--- src/rtl/seg_scan_driver_pkg.sv ---
// Shared constants, FSM encoding and BCD helper for the 4-digit seven-segment display path.
// No latency or backpressure of its own; consumed by seg_scan_driver and bin2bcd_seq.
package seg_scan_driver_pkg;

    localparam int SEG_DIGITS      = 4;
    localparam int BCD_W           = 4;
    localparam int SEG_MAX_VAL     = 9999;
    localparam int SEG_REFRESH_DIV = 100000;

    typedef enum logic [1:0] {
        ST_IDLE  = 2'd0,
        ST_SHIFT = 2'd1,
        ST_DONE  = 2'd2
    } bcd_state_e;

    // Double-dabble correction: a digit of 5 or more would overflow past 9 once doubled.
    function automatic logic [BCD_W-1:0] bcd_add3(input logic [BCD_W-1:0] n);
        return (n >= BCD_W'(5)) ? n + BCD_W'(3) : n;
    endfunction

endpackage

--- src/rtl/bin2bcd_seq.sv ---
// Sequential saturating binary-to-BCD converter, one bit per cycle; result lands BIN_W+1 edges after load.
// Backpressure: busy is high while converting and any load seen outside IDLE is dropped, not queued.
module bin2bcd_seq
    import seg_scan_driver_pkg::*;
#(
    parameter int BIN_W   = 14,
    parameter int MAX_VAL = SEG_MAX_VAL
) (
    input  logic                        clk,
    input  logic                        rst,
    input  logic [BIN_W-1:0]            value,
    input  logic                        load,
    output logic                        busy,
    output logic [SEG_DIGITS*BCD_W-1:0] nums,
    output logic                        overflow
);

    localparam int NUM_W = SEG_DIGITS * BCD_W;
    localparam int CNT_W = $clog2(BIN_W + 1);
    localparam logic [BIN_W-1:0] MAX_B = BIN_W'(MAX_VAL);

    bcd_state_e       state_q, state_d;
    logic [BIN_W-1:0] bin_q, bin_d;
    logic [NUM_W-1:0] scr_q, scr_d;
    logic [NUM_W-1:0] scr_adj;
    logic [CNT_W-1:0] cnt_q, cnt_d;
    logic             ovf_pend_q, ovf_pend_d;
    logic [NUM_W-1:0] nums_q, nums_d;
    logic             ovf_q, ovf_d;

    always_comb begin
        scr_adj = '0;
        for (int i = 0; i < SEG_DIGITS; i++) begin
            scr_adj[i*BCD_W +: BCD_W] = bcd_add3(scr_q[i*BCD_W +: BCD_W]);
        end
    end

    always_comb begin
        state_d    = state_q;
        bin_d      = bin_q;
        scr_d      = scr_q;
        cnt_d      = cnt_q;
        ovf_pend_d = ovf_pend_q;
        nums_d     = nums_q;
        ovf_d      = ovf_q;
        case (state_q)
            ST_IDLE: begin
                if (load) begin
                    bin_d      = (value > MAX_B) ? MAX_B : value;
                    ovf_pend_d = (value > MAX_B);
                    scr_d      = '0;
                    cnt_d      = CNT_W'(BIN_W);
                    state_d    = ST_SHIFT;
                end
            end
            ST_SHIFT: begin
                {scr_d, bin_d} = {scr_adj, bin_q} << 1;
                cnt_d          = cnt_q - CNT_W'(1);
                if (cnt_q == CNT_W'(1)) begin
                    state_d = ST_DONE;
                end
            end
            ST_DONE: begin
                // Single-cycle commit keeps the display from ever showing partial digits.
                nums_d  = scr_q;
                ovf_d   = ovf_pend_q;
                state_d = ST_IDLE;
            end
            default: state_d = ST_IDLE;
        endcase
    end

    always_ff @(posedge clk or posedge rst) begin
        if (rst) begin
            state_q    <= ST_IDLE;
            bin_q      <= '0;
            scr_q      <= '0;
            cnt_q      <= '0;
            ovf_pend_q <= 1'b0;
            nums_q     <= '0;
            ovf_q      <= 1'b0;
        end else begin
            state_q    <= state_d;
            bin_q      <= bin_d;
            scr_q      <= scr_d;
            cnt_q      <= cnt_d;
            ovf_pend_q <= ovf_pend_d;
            nums_q     <= nums_d;
            ovf_q      <= ovf_d;
        end
    end

    assign busy     = (state_q != ST_IDLE);
    assign nums     = nums_q;
    assign overflow = ovf_q;

endmodule

--- src/rtl/seg_scan_driver.sv ---
// Score-to-BCD conversion plus free-running digit select for seg_mux; s advances every REFRESH_DIV cycles.
// Conversion result appears BIN_W+1 edges after an accepted load; loads while busy are dropped.
module seg_scan_driver
    import seg_scan_driver_pkg::*;
#(
    parameter int BIN_W       = 14,
    parameter int REFRESH_DIV = SEG_REFRESH_DIV,
    parameter int MAX_VAL     = SEG_MAX_VAL
) (
    input  logic                        clk,
    input  logic                        rst,
    input  logic [BIN_W-1:0]            value,
    input  logic                        load,
    output logic                        busy,
    output logic [SEG_DIGITS*BCD_W-1:0] nums,
    output logic [1:0]                  s,
    output logic                        overflow
);

    localparam int PRE_W = (REFRESH_DIV > 2) ? $clog2(REFRESH_DIV) : 1;
    localparam logic [PRE_W-1:0] PRE_LAST = PRE_W'(REFRESH_DIV - 1);

    logic [PRE_W-1:0] pre_q, pre_d;
    logic [1:0]       s_q, s_d;

    bin2bcd_seq #(
        .BIN_W   (BIN_W),
        .MAX_VAL (MAX_VAL)
    ) u_bin2bcd (
        .clk      (clk),
        .rst      (rst),
        .value    (value),
        .load     (load),
        .busy     (busy),
        .nums     (nums),
        .overflow (overflow)
    );

    // Scan is free-running and deliberately blind to conversion state.
    always_comb begin
        pre_d = pre_q + PRE_W'(1);
        s_d   = s_q;
        if (pre_q == PRE_LAST) begin
            pre_d = '0;
            s_d   = s_q + 2'd1;
        end
    end

    always_ff @(posedge clk or posedge rst) begin
        if (rst) begin
            pre_q <= '0;
            s_q   <= 2'b00;
        end else begin
            pre_q <= pre_d;
            s_q   <= s_d;
        end
    end

    assign s = s_q;

endmodule

--- config.mk ---
export PLATFORM = sky130hd
export DESIGN_NAME = seg_scan_driver
export DESIGN_NICKNAME = d
export VERILOG_FILES = /design/src/rtl/seg_scan_driver_pkg.sv /design/src/rtl/bin2bcd_seq.sv /design/src/rtl/seg_scan_driver.sv
export SDC_FILE = /design/constraint.sdc
export NUM_CORES = 1
export LEC_CHECK = 0
export ABC_AREA = 1
export CORE_MARGIN = 1.5
export CORE_UTILIZATION = 40
export DETAILED_ROUTE_END_ITERATION = 16
export SETUP_SLACK_MARGIN = 0.02
export SKIP_CTS_REPAIR_TIMING = 1
export SLEW_MARGIN = 20
export SYNTH_ARGS = -nofsm -noshare
export SYNTH_HDL_FRONTEND = slang
export SYNTH_HIERARCHICAL = 1
export SYNTH_SLANG_ARGS = --single-unit
--- constraint.sdc ---
create_clock -name clk -period 4.1 [get_ports clk]
set_clock_uncertainty 0.05 [all_clocks]
set_input_delay 0.41 -clock clk [delete_from_list [all_inputs] [get_ports clk]]
set_output_delay 0.41 -clock clk [all_outputs]
set_load 0.02 [all_outputs]
==> metrics.md, run 1 <==
| Metric | Value |
|---|---|
| WL/cell | 11.4 um |
| Final hold viol count | 0 |
| Global placement routability congestion | 0.785 |
| # DRC | 0 |
| Global-route usage over all layers | 16.0% |
| Ant. Diodes | 0 |
| Pleak | 0.00225 uW |
| Status | finished clean |
| Pre-CTS WS | 2.07 ns |
| Worst relative slew slack | 40.5% |
| Largest net degree at the start of global routing | 34 |
| Fillers | 879 |
| Syn_nets | 498 |
| Yosys top cell by area | dfrtp_1 |
| DIE WIDTH | 99.4 um |
| Vias | 2944 |
| Seq/Total Area, Yosys | 49.2% |
| RSZ-0062 raised after global routing | no |
| Clock Path Buffers | 2 |
| Syn. warnings | 6 |
| Post-synthesis async set-or-reset flop share | 100% |
| Total Nets Final | 537 |
| Startpoint types | register |
| Synth area leaders | dfrtp_1 (49%), nand2_1 (14%), inv_1 (5.9%), nor2_1 (5.1%), o21ai_0 (4.6%) |
| CTS tree | yes |
| Clock Pin Slew Worst Setup and Hold Paths | 0.08 ns |
| Gr ovfl total | 0 |
| Root Buffer Master | clkbuf_8 |
| Core region area | 8850 um^2 |
| Worst Path Arrival | 2.14 ns |
| CP Capture Type | register |
| Avg Cell Area, Syn | 7.90 um^2 |
| Global-route wire length before repair | 12700 um |
| Final Setup Violations | 0 |
| Synth cell count leaders | nand2_1 (140), dfrtp_1 (73), inv_1 (58) |
| Post-synth EDFFs | 0 |
| Via count of the first global-routing pass | 2900 |
| Hold Crit Class | reg2reg |
| VDD IR max | 0.000230 V |
| Layout area overhead | 18.8% |
| Worst-skew pair later-pin latency | 0.34 ns |
| Yosys top cell area share | 49.2% |
| Final worst slack | 2.13 ns |
| Post-Syn Area | 3710 um^2 |
| Initial antenna violation count | 0 |
| Top Ports | 37 |
| Unique masters post-synth | 30 |
| Routed wire length | 7090 um |
| Worst-Margin Slew | 0.890 ns |
| Initial Util | 42.0% |
| Max cap viols | 0 |
| Most common flop cell mapped by yosys | dfrtp_1 |
| Clock sinks | 73 |
| Total negative slack | 0 ns |
| Final Cycle Share | 48.1% |
| Final core utilization | 49.9% |
| Fmax | 507 MHz |
| Pwr dens | 688 nW/um^2 |
| DIE AREA | 9870 um^2 |
| Synth Register Bits | 73 |
| Antenna Nets Post-Route | 0 |
| Max Slew Vio Count | 0 |
| Height of the die | 99.4 um |
| Row count | 34 |
| Share of cells above drive strength 1 | 8.17% |
| DRT iter0 DRCs | 98 |
| Htree depth | 3 |
| HPWL after DPL | 5130 um |
| Synthesized instance count | 470 |
| WS Path Type | reg2reg |
| CP max FO | 31 |
| DR pass1 iterations | 4 |
| I/O Buffers | 36 |
| Total CTS buffers | 9 |
| Most common cell in the netlist | nand2_1 |
| Minimum clock period | 1.97 ns |
| Worst Path Required | 4.27 ns |
| Vias per inst | 4.73 |
[area by class of cell]
cell class,count,area (um^2),share of cell area (%)
Sequential cell,73,1830,41.4
Timing Repair Buffer,38,375,8.51
Multi-Input combinational cell,322,1590,36.0
Inverter,65,244,5.53
Clock buffer,11,141,3.20
Tap cell,108,135,3.06
Clock inverter,5,103,2.32
[worst max-delay path, stage by stage (launching register included)]
cell	delay [ns]
dfrtp_1	0.40
nor2_2	0.10
buf_4	0.32
inv_2	0.19
nand2_2	0.26
inv_2	0.24
a22oi_1	0.21
nand2_1	0.06
[logic make-up (layout without fill, tap and decap cells)]
group	after synthesis	after routing	share of synthesized area, %
muxes	1	1	0.303
AOI/OAI and AO/OA	59	59	8.76
xor gates and xnor gates	7	7	1.65
buffers and inverters	75	119	8.05
DFF	73	73	49.2
and+or+nand+nor	244	244	28.3
adders and majority gates	11	11	3.71
[where the power goes]
part | total, uW | leakage, uW | switching, uW | internal [uW]
registers | 1160 | 0.000902 | 167 | 989
logic | 1190 | 0.00123 | 709 | 485
clock network | 685 | 0.000120 | 265 | 420
[path summary, 6_finish.rpt]
check	from	end	slack (ns)	cells past startpoint
setup / recovery	u_bin2bcd/state_q[1]	u_bin2bcd/bin_q[4]	2.13	7
hold / removal	u_bin2bcd/cnt_q[3]	u_bin2bcd/cnt_q[3]	0.43	1
setup reg to reg	u_bin2bcd/state_q[1]	u_bin2bcd/bin_q[4]	2.13	7
hold reg to reg	u_bin2bcd/cnt_q[3]	u_bin2bcd/cnt_q[3]	0.43	1
max in group asynchronous	rst	u_bin2bcd/scr_q[7]	2.78	3
min in group asynchronous	rst	u_bin2bcd/nums[12]	0.45	2
[per-stage QoR]
step | cell area (um^2) | hold slack, ns | cells | power, uW
5_1_grt | 4410 | 0.466 | 622 | 3310
3_5_place_dp | 4170 | 0.418 | 606 | 2380
6_report | 4410 | 0.427 | 622 | 3030
4_1_cts | 4410 | 0.430 | 622 | 3070
3_3_place_gp | 4170 | 0.411 | 606 | 2350
2_1_floorplan | 3710 | 0.311 | 470 | 2010
[metal layers]
layer  vias up  global-route usage, %  wire, um
li1       1562                      -         -
met2        37                   27.7      3420
met4         0                   7.37       160
met3        12                   2.53       166
met1      1333                   19.6      3340
met5         -                      0         0
[placed cells by master (no fill, tap or decap), types with 4 or more instances in the layout]
cell type,count
clkbuf_8,10
nand2_1,140
nor2_2,7
a21oi_1,5
nor2_1,50
o21ai_1,6
clkdlybuf4s50_1,36
nand4_1,6
xor2_1,7
ha_1,11
a22oi_1,4
nand3_1,30
o22ai_1,6
dfrtp_1,73
inv_1,57
inv_2,6
o21ai_0,34
[state kept, by name, summed over array words and instances, names as in the netlist]
register,flops
u_bin2bcd/ovf_pend_q,1
u_bin2bcd/bin_q,14
u_bin2bcd/scr_q,16
u_bin2bcd/cnt_q,4
s,2
u_bin2bcd/state_q,2
u_bin2bcd/overflow,1
pre_q,17
u_bin2bcd/nums,16
No activity file was read; power rests on OpenSTA's default activity.
==> run 2, diff against run 1 <==
clock period = 1.87 ns   (was 4.1 ns; I/O delays follow)
==> metrics.md, run 2 (synthesis gave the netlist of run 1 again) <==
| Metric | Value |
|---|---|
| Worst Path Arrival | 1.45 ns (was 2.14 ns) |
| Initial antenna violation count | 0 (unchanged) |
| Fmax | 594 MHz |
| Worst-skew pair later-pin latency | 0.34 ns (about the same) |
| Routed wire length | 7100 um (was 7090 um) |
| Top Ports | 37 (unchanged) |
| Clock sinks | 73 (unchanged) |
| Initial Util | 42.0% (unchanged) |
| Pwr dens | 1450 nW/um^2 (was 688 nW/um^2) |
| Top delay family on crit path | buffers and inverters (unchanged) |
| Final Cycle Share | 90.0% |
| Reg2reg setup slack | 0.39 ns (was 2.13 ns) |
| Worst-Margin Slew | 0.401 ns (was 0.890 ns) |
| Total Nets Final | 540 (was 537) |
| Global-route usage over all layers | 16.3% (was 16.0%) |
| VDD IR max | 0.000613 V (was 0.000230 V) |
| Commonest non-fill, non-tap cell in the layout | nand2_1 (unchanged) |
| Row count | 34 (unchanged) |
| Worst relative slew slack | 73.3% (was 40.5%) |
| CP peak stage delay | 0.59 ns (was 0.40 ns) |
| Total power after layout | 6390 uW (was 3030 uW) |
| Core region area | 8850 um^2 (unchanged) |
| I/O Buffers | 36 (unchanged) |
| CTS tree | yes (unchanged) |
| Final Setup Violations | 0 (unchanged) |
| Vias per inst | 4.72 (was 4.73) |
| Largest net degree at the start of global routing | 44 (was 34) |
| Ant. Diodes | 0 (unchanged) |
| HPWL after DPL | 5100 um (was 5130 um) |
| Max reg flops | 17 (unchanged) |
| DR pass1 iterations | 4 (unchanged) |
| Layout area overhead | 18.3% (was 18.8%) |
| Fillers | 875 (was 879) |
| WS Path Type | reg2out (was reg2reg) |
| # DRC | 0 (unchanged) |
| CP max FO | 3 (was 31) |
| Final core utilization | 49.6% (was 49.9%) |
| Vias | 2951 (was 2944) |
| Gr ovfl total | 0 (unchanged) |
| CP Capture Type | output pin (was register) |
| WL/cell | 11.4 um (about the same) |
| Minimum clock period | 1.68 ns |
| Hold_ws | 0.0784 ns (was 0.427 ns) |
| RSZ-0062 raised after global routing | no (unchanged) |
| Height of the die | 99.4 um (unchanged) |
| Status | finished clean (unchanged) |
| Register name with the most flops | pre_q (unchanged) |
| Global-route wire length before repair | 12800 um (was 12700 um) |
| Worst Path Required | 1.63 ns (was 4.27 ns) |
| Slowest CP cell | clkdlybuf4s50_1 (was dfrtp_1) |
| Clock Pin Slew Worst Setup and Hold Paths | 0.07 ns (was 0.08 ns) |
| Startpoint types | register (unchanged) |
| Total CTS buffers | 9 (unchanged) |
| Global placement routability congestion | 0.833 (was 0.785) |
| Max cap viols | 0 (unchanged) |
| Most frequent cells in the layout | nand2_1 (140), dfrtp_1 (73), inv_1 (57) (unchanged) |
| Root Buffer Master | clkbuf_8 (unchanged) |
| Max Slew Vio Count | 0 (unchanged) |
| Final hold viol count | 0 (unchanged) |
| DRT iter0 DRCs | 137 (was 98) |
| Antenna Nets Post-Route | 0 (unchanged) |
| Worst-path cell chain | inv_1 -> nand2_1 -> clkdlybuf4s50_1 (was nor2_2 -> buf_4 -> inv_2 -> nand2_2 -> inv_2 -> a22oi_1 -> nand2_1) |
| Total negative slack | 0 ns (unchanged) |
| Pleak | 0.00225 uW (about the same) |
| Hold Crit Class | in2async (was reg2reg) |
| Clock Path Buffers | 2 (unchanged) |
| DIE WIDTH | 99.4 um (unchanged) |
| Htree depth | 3 (unchanged) |
| Share of cells above drive strength 1 | 8.32% (was 8.17%) |
| CP bufs+invs | 2 (was 3) |
| Via count of the first global-routing pass | 2897 (was 2900) |
| DIE AREA | 9870 um^2 (unchanged) |
[run 2: cell count changes in the layout (fill, tap and decap cells not counted)]
cell / before / now
bufinv_16: 3 / 1
buf_12: 0 / 1
clkbuf_1: 1 / 3
buf_4: 2 / 4
clkinvlp_4: 1 / 0
clkinv_2: 1 / 2
[run 2: cell type report]
| cell class | instances | area (um^2) | area share (%) |
|---|---|---|---|
| timing repair buffer | 41 | 410 | 9.34 |
| tap | 108 | 135 | 3.08 |
| inverter | 65 | 244 | 5.55 |
| sequential | 73 | 1830 | 41.6 |
| multi-input combinational | 322 | 1590 | 36.1 |
| clock buffer | 13 | 149 | 3.39 |
| clock inverter | 3 | 40.0 | 0.911 |
[run 2: worst reg2reg max path, cell delays in order, from the launching register on]
cell and delay [ns]:
dfrtp_1 0.37, inv_2 0.09, nor2_2 0.05, inv_2 0.20
nand2_2 0.10, inv_2 0.31, nor2_1 0.09, nand2_1 0.08
nand2_1 0.04
[run 2: report_power, final]
group	total (uW)	leakage, uW	internal (uW)	switching, uW
Combinational	2630	0.00125	1080	1550
Sequential	2540	0.000902	2170	375
Clock	1210	0.0000974	651	558
Total	6390	0.00225	3900	2490
[run 2: path summary, 6_finish.rpt]
path                                       from                  to  depth (start not counted)
min in group clk                       value[0]  u_bin2bcd/bin_q[0]                          3
hold / removal                              rst  u_bin2bcd/nums[14]                          2
setup reg to reg           u_bin2bcd/state_q[0]  u_bin2bcd/bin_q[2]                          8
hold reg to reg              u_bin2bcd/cnt_q[3]  u_bin2bcd/cnt_q[3]                          1
max in group asynchronous                   rst  u_bin2bcd/bin_q[4]                          3
setup / recovery           u_bin2bcd/state_q[1]                busy                          3
[run 2: through the flow]
| stage | area (um^2) | setup WS (ns) | instances |
|---|---|---|---|
| 3_5_place_dp | 4200 | 0.294 | 609 |
| 2_1_floorplan | 3710 | 0.318 | 470 |
| 6_report | 4390 | 0.187 | 625 |
| 3_3_place_gp | 4200 | 0.361 | 609 |
| 4_1_cts | 4390 | 0.158 | 625 |
| 5_1_grt | 4390 | 0.107 | 625 |
[run 2: metal layers]
metal	wire length [um]	GRT usage (%)
met4	123	7.69
met5	0	0
met2	3440	27.9
met3	210	3.65
met1	3330	19.7
